$ cat config.mk
export PLATFORM = sky130hd
export DESIGN_NAME = oflow_buffer_arbiter_flat
export DESIGN_NICKNAME = d
export VERILOG_FILES = /design/src/rtl/oflow_buffer_arbiter_if.sv /design/src/rtl/oflow_buffer_arbiter.sv /design/src/flat_wrapper.sv
export SDC_FILE = /design/constraint.sdc
export NUM_CORES = 1
export LEC_CHECK = 0
export ABC_AREA = 1
export BUFFER_PORTS_ARGS = -buffer_cell sky130_fd_sc_hd__buf_2
export CAP_MARGIN = 10
export CORE_ASPECT_RATIO = 0.9
export CORE_MARGIN = 5
export CORE_UTILIZATION = 40
export CTS_CLUSTER_DIAMETER = 30
export DETAILED_ROUTE_END_ITERATION = 16
export GPL_ROUTABILITY_DRIVEN = 0
export REMOVE_ABC_BUFFERS = 1
export SYNTH_ARGS = -nofsm -noshare
export SYNTH_HDL_FRONTEND = slang
export SYNTH_SLANG_ARGS = --single-unit
$ cat constraint.sdc
create_clock -name clk -period 10.68 [get_ports clk]
set_input_delay 2.136 -clock clk [delete_from_list [all_inputs] [get_ports clk]]
set_output_delay 2.136 -clock clk [all_outputs]
set_load 0.05 [all_outputs]
$ cat src/rtl/oflow_buffer_arbiter_if.sv
// rtl/oflow_buffer_arbiter_if.sv - request/grant/buffer bus of the oflow buffer arbiter
// Purpose: bundles frame control, requester handshakes, buffer strobes and slot status.
// Ports: none (clock and reset stay on the arbiter itself).
//   slave  modport: arbiter side (takes frame control and requests, drives grants/buffer/status).
//   master modport: requester/buffer side (the mirror image).
`ifndef NUM_OF_HISTORY_FRAMES_WIDTH
`define NUM_OF_HISTORY_FRAMES_WIDTH 3
`endif
`ifndef OFFSET_WIDTH
`define OFFSET_WIDTH 4
`endif
`ifndef ADDR_WIDTH
`define ADDR_WIDTH 4
`endif

interface oflow_buffer_arbiter_if;
  logic                                    start_frame;
  logic [`NUM_OF_HISTORY_FRAMES_WIDTH-1:0] num_of_history_frames;
  logic                                    wr_req;
  logic                                    rd_req;
  logic [2:0]                              rd_hist;
  logic [`OFFSET_WIDTH-1:0]                rd_offset;
  logic                                    wr_gnt;
  logic                                    rd_gnt;
  logic                                    mem_en;
  logic                                    mem_we;
  logic [2:0]                              mem_slot;
  logic [`ADDR_WIDTH-1:0]                  mem_addr;
  logic                                    rd_valid;
  logic                                    rd_err;
  logic                                    wr_ovf;
  logic [2:0]                              wr_slot;
  logic [`ADDR_WIDTH-1:0]                  end_pointers [5];

  modport slave (
    input  start_frame, num_of_history_frames, wr_req, rd_req, rd_hist, rd_offset,
    output wr_gnt, rd_gnt, mem_en, mem_we, mem_slot, mem_addr, rd_valid, rd_err,
           wr_ovf, wr_slot, end_pointers
  );

  modport master (
    output start_frame, num_of_history_frames, wr_req, rd_req, rd_hist, rd_offset,
    input  wr_gnt, rd_gnt, mem_en, mem_we, mem_slot, mem_addr, rd_valid, rd_err,
           wr_ovf, wr_slot, end_pointers
  );
endinterface

$ cat src/rtl/oflow_buffer_arbiter.sv
// rtl/oflow_buffer_arbiter.sv - write/read arbiter for a 5-slot frame history line buffer
// Purpose: grants one buffer access per decision between a line writer (current frame
//   slot) and a line reader (history frames), rotates the write slot on every frame
//   and tracks the number of stored lines per slot.
// Ports:
//   clk     - single clock, rising edge
//   reset_N - asynchronous active-low reset
//   bus     - oflow_buffer_arbiter_if.slave (frame control, req/gnt, mem_*, status)
// Option: define OFLOW_ARB_RR_EN for round-robin between simultaneous requests;
//   otherwise writes have fixed priority.
`ifndef NUM_OF_HISTORY_FRAMES_WIDTH
`define NUM_OF_HISTORY_FRAMES_WIDTH 3
`endif
`ifndef OFFSET_WIDTH
`define OFFSET_WIDTH 4
`endif
`ifndef ADDR_WIDTH
`define ADDR_WIDTH 4
`endif

module oflow_buffer_arbiter (
  input  logic                 clk,
  input  logic                 reset_N,
  oflow_buffer_arbiter_if.slave bus
);
  localparam int AW = `ADDR_WIDTH;

  typedef enum logic [1:0] {S_IDLE, S_ROTATE, S_RUN} state_t;

  state_t        r_state, w_state_nxt;
  logic [2:0]    r_wr_slot;
  logic [AW-1:0] r_end_ptr [5];
  logic          r_wr_gnt, r_rd_gnt, r_mem_en, r_mem_we;
  logic          r_rd_valid, r_rd_err, r_wr_ovf;
  logic [2:0]    r_mem_slot;
  logic [AW-1:0] r_mem_addr;

  logic [3:0]    w_sum;
  logic [2:0]    w_rd_slot, w_rot_slot;
  logic [AW-1:0] w_wr_ep, w_rd_ep;
  logic          w_full, w_wr_elig, w_rd_ok, w_busy, w_pick_wr;
  logic          w_rotate, w_grant_wr, w_grant_rd, w_ovf;

`ifdef OFLOW_ARB_RR_EN
  // Remembers which side won the last grant; the other side wins the next tie.
  logic r_last_wr;
  always_ff @(posedge clk or negedge reset_N) begin
    if (!reset_N)        r_last_wr <= 1'b0;
    else if (w_grant_wr) r_last_wr <= 1'b1;
    else if (w_grant_rd) r_last_wr <= 1'b0;
  end
  assign w_pick_wr = !r_last_wr;
`else
  assign w_pick_wr = 1'b1;
`endif

  // Target history slot; only meaningful for rd_hist 1..4, other values are rejected below.
  assign w_sum     = {1'b0, r_wr_slot} + 4'd5 - {1'b0, bus.rd_hist};
  assign w_rd_slot = (w_sum >= 4'd5) ? 3'(w_sum - 4'd5) : w_sum[2:0];

  // The first frame after IDLE always lands in slot 0.
  assign w_rot_slot = (r_state == S_IDLE) ? 3'd0 :
                      (r_wr_slot == 3'd4) ? 3'd0 : r_wr_slot + 3'd1;

  // Slot lookups by compare so an out-of-range slot code can never index the array.
  always_comb begin
    w_wr_ep = '0;
    w_rd_ep = '0;
    for (int s = 0; s < 5; s++) begin
      if (r_wr_slot == 3'(s)) w_wr_ep = r_end_ptr[s];
      if (w_rd_slot == 3'(s)) w_rd_ep = r_end_ptr[s];
    end
  end

  assign w_full    = &w_wr_ep;
  assign w_wr_elig = bus.wr_req && !w_full;
  assign w_rd_ok   = (bus.rd_hist != 3'd0) &&
                     (int'(bus.rd_hist) <= int'(bus.num_of_history_frames)) &&
                     (int'(bus.rd_offset) < int'(w_rd_ep));
  // While a grant is on the bus its requester may still show req, so no decision is made.
  assign w_busy    = r_wr_gnt || r_rd_gnt;

  always_ff @(posedge clk or negedge reset_N) begin
    if (!reset_N) r_state <= S_IDLE;
    else          r_state <= w_state_nxt;
  end

  always_comb begin
    w_state_nxt = r_state;
    w_rotate    = 1'b0;
    w_grant_wr  = 1'b0;
    w_grant_rd  = 1'b0;
    w_ovf       = 1'b0;
    case (r_state)
      S_IDLE: begin
        if (bus.start_frame) begin
          w_state_nxt = S_ROTATE;
          w_rotate    = 1'b1;
        end
      end
      S_ROTATE: w_state_nxt = S_RUN;
      S_RUN: begin
        if (bus.start_frame) begin
          // Frame change wins; pending requests simply wait for RUN again.
          w_state_nxt = S_ROTATE;
          w_rotate    = 1'b1;
        end else begin
          w_ovf = bus.wr_req && w_full;
          if (!w_busy) begin
            if (w_wr_elig && bus.rd_req) begin
              w_grant_wr = w_pick_wr;
              w_grant_rd = !w_pick_wr;
            end else begin
              w_grant_wr = w_wr_elig;
              w_grant_rd = bus.rd_req;
            end
          end
        end
      end
      default: w_state_nxt = S_IDLE;
    endcase
  end

  always_ff @(posedge clk or negedge reset_N) begin
    if (!reset_N) begin
      r_wr_gnt   <= 1'b0;
      r_rd_gnt   <= 1'b0;
      r_mem_en   <= 1'b0;
      r_mem_we   <= 1'b0;
      r_mem_slot <= 3'd0;
      r_mem_addr <= '0;
      r_rd_valid <= 1'b0;
      r_rd_err   <= 1'b0;
      r_wr_ovf   <= 1'b0;
      r_wr_slot  <= 3'd0;
      for (int s = 0; s < 5; s++) r_end_ptr[s] <= '0;
    end else begin
      r_wr_gnt   <= w_grant_wr;
      r_rd_gnt   <= w_grant_rd;
      r_mem_en   <= w_grant_wr || (w_grant_rd && w_rd_ok);
      r_mem_we   <= w_grant_wr;
      r_rd_err   <= w_grant_rd && !w_rd_ok;
      r_wr_ovf   <= w_ovf;
      // Buffer has one cycle of read latency after the enabled read strobe.
      r_rd_valid <= r_rd_gnt && r_mem_en;
      if (w_grant_wr) begin
        r_mem_slot <= r_wr_slot;
        r_mem_addr <= w_wr_ep;
        r_end_ptr[r_wr_slot] <= w_wr_ep + 1'b1;
      end else if (w_grant_rd && w_rd_ok) begin
        r_mem_slot <= w_rd_slot;
        r_mem_addr <= AW'(bus.rd_offset);
      end else begin
        r_mem_slot <= 3'd0;
        r_mem_addr <= '0;
      end
      if (w_rotate) begin
        r_wr_slot <= w_rot_slot;
        r_end_ptr[w_rot_slot] <= '0;
      end
    end
  end

  assign bus.wr_gnt   = r_wr_gnt;
  assign bus.rd_gnt   = r_rd_gnt;
  assign bus.mem_en   = r_mem_en;
  assign bus.mem_we   = r_mem_we;
  assign bus.mem_slot = r_mem_slot;
  assign bus.mem_addr = r_mem_addr;
  assign bus.rd_valid = r_rd_valid;
  assign bus.rd_err   = r_rd_err;
  assign bus.wr_ovf   = r_wr_ovf;
  assign bus.wr_slot  = r_wr_slot;
  for (genvar g = 0; g < 5; g++) begin : g_ep
    assign bus.end_pointers[g] = r_end_ptr[g];
  end
endmodule

$ cat src/flat_wrapper.sv
// flat-port wrapper written by rule: the top's interface ports become plain ports
module oflow_buffer_arbiter_flat 
  (clk, reset_N, bus_start_frame, bus_num_of_history_frames, bus_wr_req, bus_rd_req, bus_rd_hist, bus_rd_offset, bus_wr_gnt, bus_rd_gnt, bus_mem_en, bus_mem_we, bus_mem_slot, bus_mem_addr, bus_rd_valid, bus_rd_err, bus_wr_ovf, bus_wr_slot, bus_end_pointers);
  oflow_buffer_arbiter_if bus_i ();
  input  logic clk;
  input  logic reset_N;
  input wire logic [$bits(bus_i.start_frame)-1:0] bus_start_frame;
  input wire logic [$bits(bus_i.num_of_history_frames)-1:0] bus_num_of_history_frames;
  input wire logic [$bits(bus_i.wr_req)-1:0] bus_wr_req;
  input wire logic [$bits(bus_i.rd_req)-1:0] bus_rd_req;
  input wire logic [$bits(bus_i.rd_hist)-1:0] bus_rd_hist;
  input wire logic [$bits(bus_i.rd_offset)-1:0] bus_rd_offset;
  output wire logic [$bits(bus_i.wr_gnt)-1:0] bus_wr_gnt;
  output wire logic [$bits(bus_i.rd_gnt)-1:0] bus_rd_gnt;
  output wire logic [$bits(bus_i.mem_en)-1:0] bus_mem_en;
  output wire logic [$bits(bus_i.mem_we)-1:0] bus_mem_we;
  output wire logic [$bits(bus_i.mem_slot)-1:0] bus_mem_slot;
  output wire logic [$bits(bus_i.mem_addr)-1:0] bus_mem_addr;
  output wire logic [$bits(bus_i.rd_valid)-1:0] bus_rd_valid;
  output wire logic [$bits(bus_i.rd_err)-1:0] bus_rd_err;
  output wire logic [$bits(bus_i.wr_ovf)-1:0] bus_wr_ovf;
  output wire logic [$bits(bus_i.wr_slot)-1:0] bus_wr_slot;
  output wire logic [$bits(bus_i.end_pointers)-1:0] bus_end_pointers;
  assign bus_i.start_frame = bus_start_frame;
  assign bus_i.num_of_history_frames = bus_num_of_history_frames;
  assign bus_i.wr_req = bus_wr_req;
  assign bus_i.rd_req = bus_rd_req;
  assign bus_i.rd_hist = bus_rd_hist;
  assign bus_i.rd_offset = bus_rd_offset;
  assign bus_wr_gnt = bus_i.wr_gnt;
  assign bus_rd_gnt = bus_i.rd_gnt;
  assign bus_mem_en = bus_i.mem_en;
  assign bus_mem_we = bus_i.mem_we;
  assign bus_mem_slot = bus_i.mem_slot;
  assign bus_mem_addr = bus_i.mem_addr;
  assign bus_rd_valid = bus_i.rd_valid;
  assign bus_rd_err = bus_i.rd_err;
  assign bus_wr_ovf = bus_i.wr_ovf;
  assign bus_wr_slot = bus_i.wr_slot;
  assign bus_end_pointers = {>>{bus_i.end_pointers}};
  oflow_buffer_arbiter u_core (.clk(clk), .reset_N(reset_N), .bus(bus_i));
endmodule
; Word level (Yosys, flattened, before mapping)
; Cells that the tools add are included.
[word_totals]
memories = 0
ramBits = 0
romBits = 0
latchBits = 0
inputBits = 15
register_bits = 38
[op_classes]
n_lt_le_gt_ge = 7
n_mul = 0
addsub = 5
shifts = 0
n_eq_ne = 11
n_bitwise = 4
div = 0
n_reduce_logical = 20
muxes = 38
[op_table]
columns = cell, n
row1 = 4-bit 2-to-1 mux, 14
row2 = 20-bit 2-to-1 mux, 2
row3 = 4-bit demux with 3-bit select, 2
row4 = 20-bit AND, 1
row5 = 20-bit bitwise mux, 1
row6 = 20-bit NOT, 1
row7 = 3-bit 2-to-1 mux, 5
row8 = "3-bit by 2-bit == test with 1-bit output, second input constant", 4
row9 = 1-bit 2-to-1 mux, 12
row10 = 1-bit logical AND, 10
row11 = "4-bit greater-or-equal comparator, second input constant", 2
row12 = "4-bit by 1-bit < comparator with 1-bit output, second input constant", 2
row13 = 3-bit NOT with 4-bit output, 2
row14 = "3-bit by 1-bit == test with 1-bit output, second input constant", 2
row15 = "3-bit == test, second input constant", 2
row16 = 3-bit zero test, 2
row17 = "3-bit by 3-bit adder with 4-bit output, second input constant", 1
row18 = "4-bit by 1-bit adder with 4-bit output, second input constant", 1
row19 = "4-bit by 3-bit greater-or-equal comparator with 1-bit output, second input constant", 1
row20 = 4-bit < comparator, 1
row21 = 2-bit one-hot mux with 2 select lines, 1
row22 = 4-bit AND reduction, 1
row23 = 4-bit by 3-bit subtractor with 4-bit output, 1
row24 = "3-bit by 1-bit adder with 3-bit output, second input constant", 1
row25 = other kinds (11), 13

; Logic depth before layout (Yosys ltp)
; Gate-level depths: netlist of run 1.
[depth]
word_depth = 17
ltp_mapped = 24
mapped_depth_nobuf = 24

; Worst setup path after synthesis of run 1
; OpenSTA, ideal clock, no wires.
[synth_timing]
path_type = input to register
startpoint = in bus_rd_hist[1]
endpoint = reg u_core.r_mem_slot[0] (netlist: u_core.bus.mem_slot[0])
path_slack_ns = 5.473
arrival_ns = 5.141
required_ns = 10.613
path_stages = 17
setup_ns = 0.067
path_cell_list = ha_1 inv_1 ha_1 fa_1 nand2_1 nand2_1 nand2_1 nand2_1 nand2_1 nor2_1 nand2_1 o221ai_1 o22ai_1 ha_1 a2111oi_2 nand4_1 nand2_1
[synth_between]
elab_chain_cells = 14
[synth_rtl]
columns = item, line_no
row1 = start: declaration, flat_wrapper.sv:11  ; input wire logic [$bits(bus_i.rd_hist)-1:0] bus_rd_hist;
row2 = 4-bit by 3-bit subtractor with 4-bit output, oflow_buffer_arbiter.sv:58  ; assign w_sum = {1'b0, r_wr_slot} + 4'd5 - {1'b0, bus.rd_hist};
row3 = 4-bit by 3-bit greater-or-equal comparator with 1-bit output / 3-bit subtractor (equally long branches), oflow_buffer_arbiter.sv:59  ; assign w_rd_slot = (w_sum >= 4'd5) ? 3'(w_sum - 4'd5) : w_sum[2:0];
row4 = 3-bit 2-to-1 mux, oflow_buffer_arbiter.sv:59
row5 = 3-bit zero test, oflow_buffer_arbiter.sv:71  ; if (w_rd_slot == 3'(s)) w_rd_ep = r_end_ptr[s];
row6 = 4-bit 2-to-1 mux (5 in series), oflow_buffer_arbiter.sv:71
row7 = 4-bit < comparator, oflow_buffer_arbiter.sv:79  ; (int'(bus.rd_offset) < int'(w_rd_ep));
row8 = 1-bit logical AND, oflow_buffer_arbiter.sv:78  ; (int'(bus.rd_hist) <= int'(bus.num_of_history_frames)) &&
row9 = 1-bit logical AND, oflow_buffer_arbiter.sv:150  ; end else if (w_grant_rd && w_rd_ok) begin
row10 = 3-bit 2-to-1 mux *, oflow_buffer_arbiter.sv:150
row11 = 3-bit 2-to-1 mux *, oflow_buffer_arbiter.sv:146  ; if (w_grant_wr) begin
row12 = end signal: assignment, oflow_buffer_arbiter.sv:147  ; r_mem_slot <= r_wr_slot;
row13 = end signal: assignment, oflow_buffer_arbiter.sv:151  ; r_mem_slot <= w_rd_slot;
row14 = end: declaration, oflow_buffer_arbiter.sv:35  ; logic [2:0] r_mem_slot;
; Every way passes the cells marked *; elsewhere a longest branch is shown, timed or not.
; A chain may end at the register's enable or synchronous reset.

; Final worst setup path of run 1
[layout_timing]
startpoint = in bus_rd_hist[1]
endpoint = reg u_core.r_mem_slot[1] (netlist: u_core.bus.mem_slot[1])
; Same word-level chain as after synthesis.

==> results of run 1 <==
-- cells by family after synthesis --
logic type | synth area share, %
AO/OA/AOI/OAI | 10.9
XOR/XNOR | 0.340
buffers and inverters | 9.32
adder cells (fa/ha/maj) | 9.51
flip-flops | 36.9
AND/OR/NAND/NOR | 33.0
-- cell type report --
class	count	area [um2]	share of cell area (%)
clock buffer	5	68.8	2.29
clock inverter	2	10.0	0.333
inverter	59	221	7.37
multi-input combinational	253	1390	46.2
sequential	38	951	31.7
tap	87	109	3.62
timing repair buffer	51	255	8.50
-- sequential cells by signal, summed over array words and instances, names as in the netlist --
register                 count
u_core.bus.mem_slot          3
u_core.bus.wr_gnt            1
u_core.bus.mem_en            1
u_core.bus.wr_slot           3
u_core.bus.rd_err            1
u_core.bus.mem_addr          4
u_core.bus.rd_gnt            1
u_core.bus.rd_valid          1
u_core.r_state               2
u_core.bus.end_pointers     20
u_core.bus.wr_ovf            1
-- power by group --
part | switching [mW] | total (mW) | internal [mW]
logic | 0.485 | 0.658 | 0.172
registers | 0.0459 | 0.233 | 0.187
clock network | 0.0491 | 0.0929 | 0.0438
-- metrics by stage --
stage,util (%),cell area [um2],instances
2_1_floorplan,-,2560,350
4_1_cts,48.6,3000,495
3_3_place_gp,47.3,2920,488
3_5_place_dp,47.3,2920,488
5_1_grt,48.6,3000,495
6_report,48.6,3000,495
-- per-layer routing --
metal  vias to the layer above  track usage [%]
met5                         -                0
met4                         0             3.41
met3                         8             3.21
met2                        79             25.7
met1                      1127             27.3
li1                       1236                -
-- worst reg2reg max path: stages (launching register included) --
cell and delay (ps):
sky130_fd_sc_hd__dfrtp_1 470, sky130_fd_sc_hd__inv_1 170, sky130_fd_sc_hd__ha_1 310, sky130_fd_sc_hd__inv_1 40, sky130_fd_sc_hd__ha_1 200, sky130_fd_sc_hd__fa_1 520, sky130_fd_sc_hd__nand2_1 110, sky130_fd_sc_hd__nand2_1 120
sky130_fd_sc_hd__nand2_1 60, sky130_fd_sc_hd__nand2_1 130, sky130_fd_sc_hd__nand2_1 70, sky130_fd_sc_hd__nor2_1 210, sky130_fd_sc_hd__nand2_1 90, sky130_fd_sc_hd__o221ai_1 80, sky130_fd_sc_hd__o22ai_1 120, sky130_fd_sc_hd__ha_1 310
sky130_fd_sc_hd__a2111oi_2 830, sky130_fd_sc_hd__nand4_1 180, sky130_fd_sc_hd__nand2_1 110
-- how the worst min path moves through the flow --
stage	depth (start not counted)	end	slack (ps)	startpoint
detailed placement	2	u_core.bus.rd_valid$_DFF_PN0_	470	u_core.bus.mem_en$_DFF_PN0_
floorplan	1	u_core.r_state[1]$_DFFE_PN0P_	500	u_core.r_state[1]$_DFFE_PN0P_
CTS	2	u_core.bus.rd_valid$_DFF_PN0_	490	u_core.bus.mem_en$_DFF_PN0_
global route	2	u_core.bus.rd_valid$_DFF_PN0_	520	u_core.bus.mem_en$_DFF_PN0_
global placement	2	u_core.bus.rd_valid$_DFF_PN0_	460	u_core.bus.mem_en$_DFF_PN0_
finish	2	u_core.bus.rd_valid$_DFF_PN0_	490	u_core.bus.mem_en$_DFF_PN0_
-- cell usage in the layout (no fill, tap or decap), types with 2 or more instances in the layout --
cell                        n
sky130_fd_sc_hd__nand3_4    3
sky130_fd_sc_hd__clkbuf_8   5
sky130_fd_sc_hd__nor3_1     4
sky130_fd_sc_hd__o221ai_1   3
sky130_fd_sc_hd__nand2_4    3
sky130_fd_sc_hd__nand4_1   10
sky130_fd_sc_hd__o21ai_0   12
sky130_fd_sc_hd__buf_2     51
sky130_fd_sc_hd__a21oi_1    7
sky130_fd_sc_hd__nand2_1   98
sky130_fd_sc_hd__dfrtp_1   38
sky130_fd_sc_hd__ha_1      18
sky130_fd_sc_hd__o211ai_1   3
sky130_fd_sc_hd__o22ai_1    4
sky130_fd_sc_hd__nand3_1   15
sky130_fd_sc_hd__inv_2      3
sky130_fd_sc_hd__clkinv_2   2
sky130_fd_sc_hd__inv_1     55
sky130_fd_sc_hd__nor2_1    57
==> impl_metrics.env, run 1 <==
export IMPL_number_of_max_slew_violations_in_the_final_report=0
export IMPL_synth_top_cell_area_share_pct=36.9
export IMPL_start_kind="primary input"
export IMPL_drc_errors=0
export IMPL_firstDrtPassIters=5
export IMPL_cts_inserted_buffers=5
export IMPL_max_freq_ghz=0.183
export IMPL_n_fill_cell=662
export IMPL_effective_utilization_at_floorplan_pct=41.7
export IMPL_cts_hold_repair_buffers=0
export IMPL_layout_setup_ws_ps=5220
export IMPL_vias_per_cell=4.95
export IMPL_route_detailed_wl_per_inst_um=13.8
export IMPL_post_route_met1_wirelength_mm=3.44
export IMPL_setup_viol_count_final=0
export IMPL_power_ir_vdd_worst_mv=0.146
export IMPL_initialDrtViolationCount=238
export IMPL_power_leakage_nw=1.77
export IMPL_reg2reg_path_depth=18
export IMPL_yosys_cell_count_top_type="sky130_fd_sc_hd__nand2_1"
export IMPL_crit_path_max_incr_delay_ps=830
export IMPL_netlist_cell_type_count=35
export IMPL_clk_insertion_delay_late_ps=290
export IMPL_critical_path_arrival_ps=5690
export IMPL_detailedPlace_worstSlack_ps=4950
export IMPL_grt_usage_pct=17.7
export IMPL_max_slew_worst_pin_slew_ps=875
export IMPL_met3RoutedLength_um=421
export IMPL_reg2reg_from="u_core.bus.wr_slot[1]$_DFFE_PN0P_"
export IMPL_critical_path_peak_fanout=9
export IMPL_synthesis_area_per_instance_um2=7.33
export IMPL_place_hpwl_mm=5.45
export IMPL_die_width_um=94.6
export IMPL_holdCritPathClass="flip-flop to flip-flop"
export IMPL_clk_pin_slew_ps=70
export IMPL_grt_pass1_vias=2241
export IMPL_synth_area_mm2=0.00258
export IMPL_initial_antenna_violation_count=0
export IMPL_share_of_the_yosys_chip_area_belonging_to_registers_pct=36.9
export IMPL_worst_path_buf_inv=2
export IMPL_cts_root_buf="sky130_fd_sc_hd__clkbuf_8"
export IMPL_io_buffers=51
export IMPL_ys_dominant_reg_cell="sky130_fd_sc_hd__dfrtp_1"
export IMPL_depth_of_the_cts_h_tree=2
export IMPL_clock_skew_final_ps=4.68
export IMPL_commonest_cells_post_synth="98 x sky130_fd_sc_hd__nand2_1, 57 x sky130_fd_sc_hd__nor2_1, 55 x sky130_fd_sc_hd__inv_1"
export IMPL_crit_path_cell_trace="buf_2, ha_1, inv_1, ha_1, fa_1, nand2_1, nand2_1, nand2_1, nand2_1, nand2_1, nor2_1, nand2_1, o221ai_1, o22ai_1, ha_1, a2111oi_2, nand4_1, nand2_1"
export IMPL_postCtsSetupRepairBufs=0
export IMPL_vias=2450
export IMPL_cts_tree="built"
export IMPL_yosys_warnings=0
export IMPL_worstPathRequired_ps=10900
export IMPL_antennaDiodeCount=0
export IMPL_ioPinCount=52
export IMPL_drv_max_cap_violation_count=0
export IMPL_regToRegSetupSlack_ps=6500
export IMPL_timing_critical_path_depth=18
export IMPL_timing_critical_path_to="u_core.bus.mem_slot[1]$_DFF_PN0_"
export IMPL_timing_hold_violations_final=0
export IMPL_cpMaxStageDelayCell="sky130_fd_sc_hd__a2111oi_2"
export IMPL_die_area_mm2=0.00815
export IMPL_worst_hold_slack_ps=487
export IMPL_period_share_pct=51.1
export IMPL_critical_path_end_type="flip-flop"
export IMPL_outcome="complete, no violations"
export IMPL_clock_sink_count=38
export IMPL_ant_nets=0
export IMPL_synth_async_reset_ratio_pct=100
export IMPL_worstReg2RegEnd="u_core.bus.mem_slot[1]$_DFF_PN0_"
export IMPL_worst_path_dominant_cell_family="adder cells"
export IMPL_number_of_enable_flip_flop_cells_after_synthesis=0
export IMPL_highest_signal_layer="met4"
export IMPL_ctsLongestPathBuffers=2
export IMPL_largest_net_degree_at_the_start_of_global_routing=39
export IMPL_rows=27
export IMPL_placeable_core_area_mm2=0.00618
export IMPL_post_route_total_power_mw=0.983
export IMPL_chipHeight_um=86.2
export IMPL_timing_worst_setup_path_type="primary input to flip-flop"
export IMPL_flow_area_growth_from_synthesis_pct=16.4
export IMPL_synth_largest_area_cell="sky130_fd_sc_hd__dfrtp_1"
export IMPL_synth_area_top_cells="sky130_fd_sc_hd__dfrtp_1 37%, sky130_fd_sc_hd__nand2_1 14%, sky130_fd_sc_hd__ha_1 8.7%"
export IMPL_grt_pass1_wl_mm=11.2
export IMPL_postRouteWirelength_mm=6.83
export IMPL_synthCells=352
export IMPL_layout_nets=442
export IMPL_timing_critical_path_mode_cell="sky130_fd_sc_hd__nand2_1"
export IMPL_setup_repair_after_global_routing_missed_its_margin="false"
export IMPL_met2WireLength_mm=2.93
export IMPL_max_slew_margin_pct=41.5
export IMPL_grt_overflow=0
export IMPL_crit_start="bus_rd_hist[1]"
export IMPL_totalNegativeSetupSlack_ps=0
export IMPL_share_of_final_layout_standard_cells_stronger_than_drive_strength_1_pct=18.4
export IMPL_power_density_mw_per_mm2=327
export IMPL_ys_ff_latch=38
export IMPL_cts_repair_resize_count=0
export IMPL_period_needed_ps=5460
(Power assumes the default switching activity.)
==> inputs of run 2 (changes only) <==
==> constraint.sdc (replaced) <==
create_clock -name clk -period 5.24 [get_ports clk]
set_input_delay 1.048 -clock clk [delete_from_list [all_inputs] [get_ports clk]]
set_output_delay 1.048 -clock clk [all_outputs]
set_load 0.05 [all_outputs]
==> run 2 against run 1 <==
- flip-flop and latch count unchanged
- clock power rose to 3.3 times the previous value
- via count down 0.16%
- cell count up 0.20%
- register-to-register slack worse by 5400 ps
- clock skew up 1.7 ps
- count of clock-buffer cells in the layout up 1
- critical endpoint is now u_core.bus.mem_addr[0]$_DFF_PN0_
- largest cell class unchanged
- highest routed layer unchanged
==> impl_metrics.env, run 2 (same netlist as run 1, synthesis figures left out) <==
export IMPL_timing_critical_path_mode_cell="sky130_fd_sc_hd__nand2_1"
export IMPL_drc_errors=0
export IMPL_period_share_pct=83.1
export IMPL_ant_nets=0
export IMPL_setup_viol_count_final=0
export IMPL_finish_instance_area_mm2=0.00307
export IMPL_holdCritStartpoint="u_core.bus.mem_en$_DFF_PN0_"
export IMPL_power_ir_vdd_worst_mv=0.371
export IMPL_postRouteWirelength_mm=6.95
export IMPL_layout_common_cells="98 x sky130_fd_sc_hd__nand2_1, 57 x sky130_fd_sc_hd__nor2_1, 55 x sky130_fd_sc_hd__inv_1"
export IMPL_worst_path_buf_inv=2
export IMPL_die_width_um=94.6
export IMPL_holdCritPathClass="flip-flop to flip-flop"
export IMPL_cts_repair_resize_count=0
export IMPL_worst_hold_slack_ps=481
export IMPL_antennaDiodeCount=0
export IMPL_n_fill_cell=667
export IMPL_clk_insertion_delay_late_ps=290
export IMPL_reg2reg_path_depth=18
export IMPL_cpMaxStageDelayCell="sky130_fd_sc_hd__a2111oi_2"
export IMPL_postCtsSetupRepairBufs=0
export IMPL_max_slew_worst_pin_slew_ps=838
export IMPL_max_freq_ghz=0.230
export IMPL_critical_path_arrival_ps=4580
export IMPL_initialDrtViolationCount=234
export IMPL_timing_critical_path_to="u_core.bus.mem_addr[0]$_DFF_PN0_"
export IMPL_clock_sink_count=38
export IMPL_initial_antenna_violation_count=0
export IMPL_critical_path_end_type="flip-flop"
export IMPL_placeable_core_area_mm2=0.00618
export IMPL_vias_per_cell=4.93
export IMPL_clk_pin_slew_ps=70
export IMPL_seq_area_um2=951
export IMPL_layout_cells_most_common="sky130_fd_sc_hd__nand2_1"
export IMPL_rows=27
export IMPL_start_kind="primary input"
export IMPL_cts_hold_repair_buffers=0
export IMPL_number_of_max_slew_violations_in_the_final_report=0
export IMPL_largest_reg_flops=20
export IMPL_reg2reg_from="u_core.bus.wr_slot[1]$_DFFE_PN0P_"
export IMPL_regToRegSetupSlack_ps=1070
export IMPL_route_detailed_wl_per_inst_um=14.0
export IMPL_grt_usage_pct=18.1
export IMPL_grt_overflow=0
export IMPL_power_density_mw_per_mm2=695
export IMPL_period_needed_ps=4350
export IMPL_io_buffers=51
export IMPL_chipHeight_um=86.2
export IMPL_grt_pass1_vias=2278
export IMPL_cts_inserted_buffers=5
export IMPL_worst_path_dominant_cell_family="adder cells"
export IMPL_outcome="complete, no violations"
export IMPL_effective_utilization_at_floorplan_pct=41.7
export IMPL_multi_input_comb_area_mm2=0.00139
export IMPL_share_of_final_layout_standard_cells_stronger_than_drive_strength_1_pct=18.6
export IMPL_totalNegativeSetupSlack_ps=0
export IMPL_flow_area_growth_from_synthesis_pct=18.9
export IMPL_place_hpwl_mm=5.55
export IMPL_crit_start="bus_rd_hist[1]"
export IMPL_largest_net_degree_at_the_start_of_global_routing=39
export IMPL_timing_worst_setup_path_type="primary input to flip-flop"
export IMPL_max_slew_margin_pct=44.0
export IMPL_layout_nets=442
export IMPL_cts_root_buf="sky130_fd_sc_hd__clkbuf_8"
export IMPL_grt_pass1_wl_mm=11.5
export IMPL_depth_of_the_cts_h_tree=2
export IMPL_die_area_mm2=0.00815
export IMPL_firstDrtPassIters=4
export IMPL_ctsLongestPathBuffers=2
export IMPL_ioPinCount=52
export IMPL_critical_path_peak_fanout=9
export IMPL_vias=2446
export IMPL_worstPathRequired_ps=5470
export IMPL_drv_max_cap_violation_count=0
export IMPL_timing_critical_path_depth=18
export IMPL_cts_tree="built"
export IMPL_timing_hold_violations_final=0
export IMPL_crit_path_cell_trace="buf_2, ha_1, inv_1, ha_1, fa_1, nand2_1, nand2_1, nand2_1, nand2_1, nand2_1, nor2_1, nand2_1, o221ai_1, o22ai_1, ha_1, a2111oi_2, nand4_1, nand2_1"
export IMPL_crit_path_max_incr_delay_ps=810
export IMPL_worstReg2RegEnd="u_core.bus.mem_addr[0]$_DFF_PN0_"
export IMPL_clock_skew_final_ps=6.34
export IMPL_power_leakage_nw=1.79
export IMPL_placedInstanceArea_mm2=0.00292
export IMPL_setup_repair_after_global_routing_missed_its_margin="false"
==> run 2: changes by cell type in the layout (fill, tap and decap cells not counted) <==
cell	delta
sky130_fd_sc_hd__clkbuf_8	+1
sky130_fd_sc_hd__clkinv_2	-2
sky130_fd_sc_hd__bufinv_16	+2
==> run 2: layer usage <==
layer / wire length, um / up-vias / track usage, %
met1: 3360 / 1113 / 26.9
li1: - / 1236 / -
met3: 581 / 12 / 4.34
met4: 95 / 0 / 4.06
met2: 2910 / 85 / 26.5
met5: 0 / - / 0
==> run 2: worst reg2reg max path: stages (launching register included) <==
cell and delay, ps:
sky130_fd_sc_hd__dfrtp_1 480, sky130_fd_sc_hd__inv_1 170, sky130_fd_sc_hd__ha_1 310, sky130_fd_sc_hd__inv_1 40, sky130_fd_sc_hd__ha_1 190, sky130_fd_sc_hd__fa_1 520, sky130_fd_sc_hd__nand2_1 110, sky130_fd_sc_hd__nand2_1 120
sky130_fd_sc_hd__nand2_1 60, sky130_fd_sc_hd__nand2_1 130, sky130_fd_sc_hd__nand2_1 70, sky130_fd_sc_hd__nor2_1 200, sky130_fd_sc_hd__nand2_1 90, sky130_fd_sc_hd__o221ai_1 80, sky130_fd_sc_hd__o22ai_1 120, sky130_fd_sc_hd__ha_1 320
sky130_fd_sc_hd__a2111oi_2 810, sky130_fd_sc_hd__nand4_1 190, sky130_fd_sc_hd__nand2_1 90
==> run 2: per-stage QoR <==
step | utilization [%] | total power, mW | setup WS [ps] | instances
global placement | 47.3 | 1.81 | 726 | 488
global route | 49.6 | 2.31 | 545 | 496
finish | 49.6 | 2.13 | 888 | 496
detailed placement | 47.3 | 1.82 | 604 | 488
floorplan | - | 1.47 | 1120 | 350
CTS | 49.6 | 2.13 | 889 | 496
==> run 2: layout make-up <==
class                   count  area share (%)
clock buffers               6            2.69
clock inverters             2            1.96
inverters                  59            7.22
multi-input cells         253            45.2
flip-flops and latches     38            31.0
well taps                  87            3.55
repair buffers             51            8.32
==> run 2: worst min path at each step <==
| stage | to | slack, ps | cells past startpoint |
|---|---|---|---|
| after global routing | u_core.bus.rd_valid$_DFF_PN0_ | 520 | 2 |
| final | u_core.bus.rd_valid$_DFF_PN0_ | 480 | 2 |
| after CTS | u_core.bus.rd_valid$_DFF_PN0_ | 490 | 2 |
| after detailed placement | u_core.bus.rd_valid$_DFF_PN0_ | 470 | 2 |
| after floorplan | u_core.r_state[1]$_DFFE_PN0P_ | 500 | 1 |
| after global placement | u_core.bus.rd_valid$_DFF_PN0_ | 460 | 2 |
==> run 2: power breakdown <==
part / internal, mW / switching (mW)
Combinational: 0.352 / 0.993
Clock: 0.203 / 0.106
Sequential: 0.381 / 0.0951
Total: 0.936 / 1.19
==> inputs of run 3 (changes only) <==
--- a/config.mk
+++ b/config.mk
@@ -5,7 +5,7 @@
 export SDC_FILE = /design/constraint.sdc
 export NUM_CORES = 1
 export LEC_CHECK = 0
-export ABC_AREA = 1
+export ABC_AREA = 0
 export BUFFER_PORTS_ARGS = -buffer_cell sky130_fd_sc_hd__buf_2
 export CAP_MARGIN = 10
 export CORE_ASPECT_RATIO = 0.9
==> constraint.sdc (replaced) <==
create_clock -name clk -period 4.5 [get_ports clk]
set_input_delay 0.9 -clock clk [delete_from_list [all_inputs] [get_ports clk]]
set_output_delay 0.9 -clock clk [all_outputs]
set_load 0.05 [all_outputs]
==> run 3 against run 2 <==
- register-to-register slack got worse by 660 ps
- area after synthesis fell by 0.44%
- synthesized cell count fell by 27%
- critical path depth did not move
- count of clock-buffer cells in the layout did not move
- cell area rose by 7.2%
- sequential share of layout area fell by 2.1 points
- largest cell class unchanged
- global-route usage rose by 0.80 points
- clock skew fell by 2.9 ps
==> impl_metrics.env, run 3 <==
export IMPL_cts_tree="built"
export IMPL_critical_path_arrival_ps=4570
export IMPL_worst_hold_slack_ps=483
export IMPL_grt_pass1_wl_mm=12.0
export IMPL_place_hpwl_mm=5.71
export IMPL_power_leakage_nw=1.73
export IMPL_grt_overflow=0
export IMPL_share_of_the_yosys_chip_area_belonging_to_registers_pct=37.0
export IMPL_layout_nets=371
export IMPL_io_buffers=51
export IMPL_crit_path_max_incr_delay_ps=420
export IMPL_synthMuxAreaShare_pct=9.70
export IMPL_initialDrtViolationCount=105
export IMPL_number_of_enable_flip_flop_cells_after_synthesis=0
export IMPL_ctsLongestPathBuffers=2
export IMPL_ys_dominant_reg_cell="sky130_fd_sc_hd__dfrtp_1"
export IMPL_clk_pin_slew_ps=70
export IMPL_period_share_pct=96.3
export IMPL_number_of_max_slew_violations_in_the_final_report=0
export IMPL_synth_top_family_by_area="simple AND/OR/NAND/NOR gates"
export IMPL_power_ir_vdd_worst_mv=0.310
export IMPL_synth_compound_area_share_pct=17.7
export IMPL_worstPathRequired_ps=4740
export IMPL_route_detailed_wl_per_inst_um=17.2
export IMPL_n_fill_cell=592
export IMPL_rows=27
export IMPL_start_kind="primary input"
export IMPL_synth_top_cell_area_share_pct=37.0
export IMPL_drc_errors=0
export IMPL_synth_area_top_cells="sky130_fd_sc_hd__dfrtp_1 37%, sky130_fd_sc_hd__ha_1 8.8%, sky130_fd_sc_hd__mux2i_1 8.6%"
export IMPL_cpMaxStageDelayCell="sky130_fd_sc_hd__fa_2"
export IMPL_placedInstanceArea_mm2=0.00311
export IMPL_critical_path_peak_fanout=8
export IMPL_grt_usage_pct=18.9
export IMPL_layout_cells_non_filler=425
export IMPL_largest_net_degree_at_the_start_of_global_routing=39
export IMPL_firstDrtPassIters=4
export IMPL_period_needed_ps=4330
export IMPL_flow_area_growth_from_synthesis_pct=28.0
export IMPL_vias_per_cell=5.28
export IMPL_chipHeight_um=86.0
export IMPL_power_density_mw_per_mm2=409
export IMPL_setup_viol_count_final=0
export IMPL_synthCells=256
export IMPL_clock_skew_final_ps=3.43
export IMPL_ys_ff_latch=38
export IMPL_max_freq_ghz=0.231
export IMPL_placeable_core_area_mm2=0.00618
export IMPL_max_slew_margin_pct=45.1
export IMPL_crit_path_cell_trace="buf_4, ha_4, inv_1, ha_2, fa_2, xor2_2, a21oi_2, mux2_4, mux2i_1, o21ai_1, a21oi_1, or2_4, ha_4, o211ai_1, o21ai_1, a311oi_2, and4_4, a32o_2"
export IMPL_vias=2245
export IMPL_share_of_final_layout_standard_cells_stronger_than_drive_strength_1_pct=36.1
export IMPL_synth_largest_area_cell="sky130_fd_sc_hd__dfrtp_1"
export IMPL_placedCellCount=417
export IMPL_synth_async_reset_ratio_pct=100
export IMPL_layout_cells_most_common="sky130_fd_sc_hd__buf_2"
export IMPL_worst_path_dominant_cell_family="compound AO/OA/AOI/OAI gates"
export IMPL_outcome="complete, no violations"
export IMPL_synthSimpleGateAreaFrac_pct=18.7
export IMPL_cts_inserted_buffers=5
export IMPL_depth_of_the_cts_h_tree=2
export IMPL_clk_insertion_delay_late_ps=300
export IMPL_synthesis_area_per_instance_um2=10.0
export IMPL_yosys_cell_count_top_type="sky130_fd_sc_hd__dfrtp_1"
export IMPL_max_slew_worst_pin_slew_ps=824
export IMPL_commonest_cells_post_synth="38 x sky130_fd_sc_hd__dfrtp_1, 25 x sky130_fd_sc_hd__nor2_1, 23 x sky130_fd_sc_hd__inv_1"
export IMPL_postRouteWirelength_mm=7.31
export IMPL_grt_pass1_vias=2296
export IMPL_holdCritPathClass="flip-flop to flip-flop"
export IMPL_critical_path_end_type="flip-flop"
export IMPL_die_area_mm2=0.00812
export IMPL_finish_instance_area_mm2=0.00329
export IMPL_antennaDiodeCount=0
export IMPL_drv_max_cap_violation_count=0
export IMPL_layout_common_cells="50 x sky130_fd_sc_hd__buf_2, 38 x sky130_fd_sc_hd__dfrtp_1, 31 x sky130_fd_sc_hd__buf_4"
export IMPL_yosys_area_share_adder_pct=9.55
export IMPL_synth_area_mm2=0.00257
export IMPL_clock_sink_count=38
export IMPL_yosys_area_share_xor_xnor_pct=2.00
export IMPL_ant_nets=0
export IMPL_yosys_warnings=0
export IMPL_ioPinCount=52
export IMPL_netlist_cell_type_count=60
export IMPL_effective_utilization_at_floorplan_pct=41.5
export IMPL_timing_worst_setup_path_type="primary input to flip-flop"
export IMPL_cts_hold_repair_buffers=0
export IMPL_worst_path_buf_inv=2
export IMPL_largest_reg_flops=20
export IMPL_initial_antenna_violation_count=0
export IMPL_timing_hold_violations_final=0
export IMPL_die_width_um=94.5
export IMPL_cts_root_buf="sky130_fd_sc_hd__clkbuf_8"
==> run 3: cell families (layout without fill, tap and decap cells) <==
family | after synthesis | after routing
adders and majority gates | 19 | 19
and+or+nand+nor | 83 | 83
xor gates and xnor gates | 5 | 5
muxes | 24 | 24
AOI/OAI and AO/OA | 56 | 56
buffers and inverters | 31 | 113
DFF | 38 | 38
==> run 3: cell type report <==
cell class / count / area, um2 / area share [%]
clock buffers: 6 / 82.6 / 2.51
clock inverters: 2 / 12.5 / 0.381
inverters: 24 / 90.1 / 2.74
multi-input cells: 187 / 1560 / 47.4
flip-flops and latches: 38 / 951 / 28.9
well taps: 87 / 109 / 3.31
repair buffers: 81 / 483 / 14.7
==> run 3: worst reg2reg max path, delay by kind of cell (launching register included) <==
family / cells / cell delay (ps)
mux: 2 / 450
compound gates: 7 / 1240
simple gates: 2 / 580
buf+inv: 2 / 150
flops: 1 / 360
xor+xnor: 1 / 170
fa+ha+maj: 4 / 1100
==> run 3: path summary, 6_finish.rpt <==
path | endpoint | slack [ps] | from | depth (start not counted)
min reg2reg | u_core.bus.rd_valid$_DFF_PN0_ | 480 | u_core.bus.mem_en$_DFF_PN0_ | 1
max | u_core.bus.mem_addr[3]$_DFF_PN0_ | 170 | bus_rd_hist[1] | 18
min | u_core.bus.rd_valid$_DFF_PN0_ | 480 | u_core.bus.mem_en$_DFF_PN0_ | 1
max in group asynchronous | u_core.bus.end_pointers[8]$_DFF_PN0_ | 3290 | reset_N | 1
min in group asynchronous | u_core.bus.end_pointers[0]$_DFF_PN0_ | 700 | reset_N | 1
max reg2reg | u_core.bus.mem_addr[3]$_DFF_PN0_ | 410 | u_core.bus.wr_slot[1]$_DFFE_PN0P_ | 18
==> run 3: power breakdown <==
| part | switching (mW) | total, mW | internal [mW] |
|---|---|---|---|
| Combinational | 0.416 | 0.703 | 0.287 |
| Sequential | 0.0285 | 0.393 | 0.364 |
| Clock | 0.125 | 0.248 | 0.123 |
==> run 3: per-layer routing <==
metal  vias up  share of wire, %  global-route usage, %
li1       1093                 -                      -
met2        73                44                   27.3
met3        12               5.9                   3.77
met5         -                 0                      0
met4         0               1.4                   6.29
met1      1067                49                   28.0
==> run 3: timing repair <==
item,CTS,global route
setup endpoints to repair,0,8
buffers inserted,0,1
resized for setup,0,18
==> run 3: through the flow <==
step / setup WS [ps] / utilization (%) / TNS [ps] / power (mW)
after floorplan: -417 / - / -3150 / 0.803
after global placement: -171 / 50.3 / -1100 / 1.05
after detailed placement: -297 / 50.3 / -2170 / 1.06
after CTS: 11.0 / 51.9 / 0 / 1.31
after global routing: -34.0 / 53.2 / -110 / 1.43
final: 168 / 53.2 / 0 / 1.34
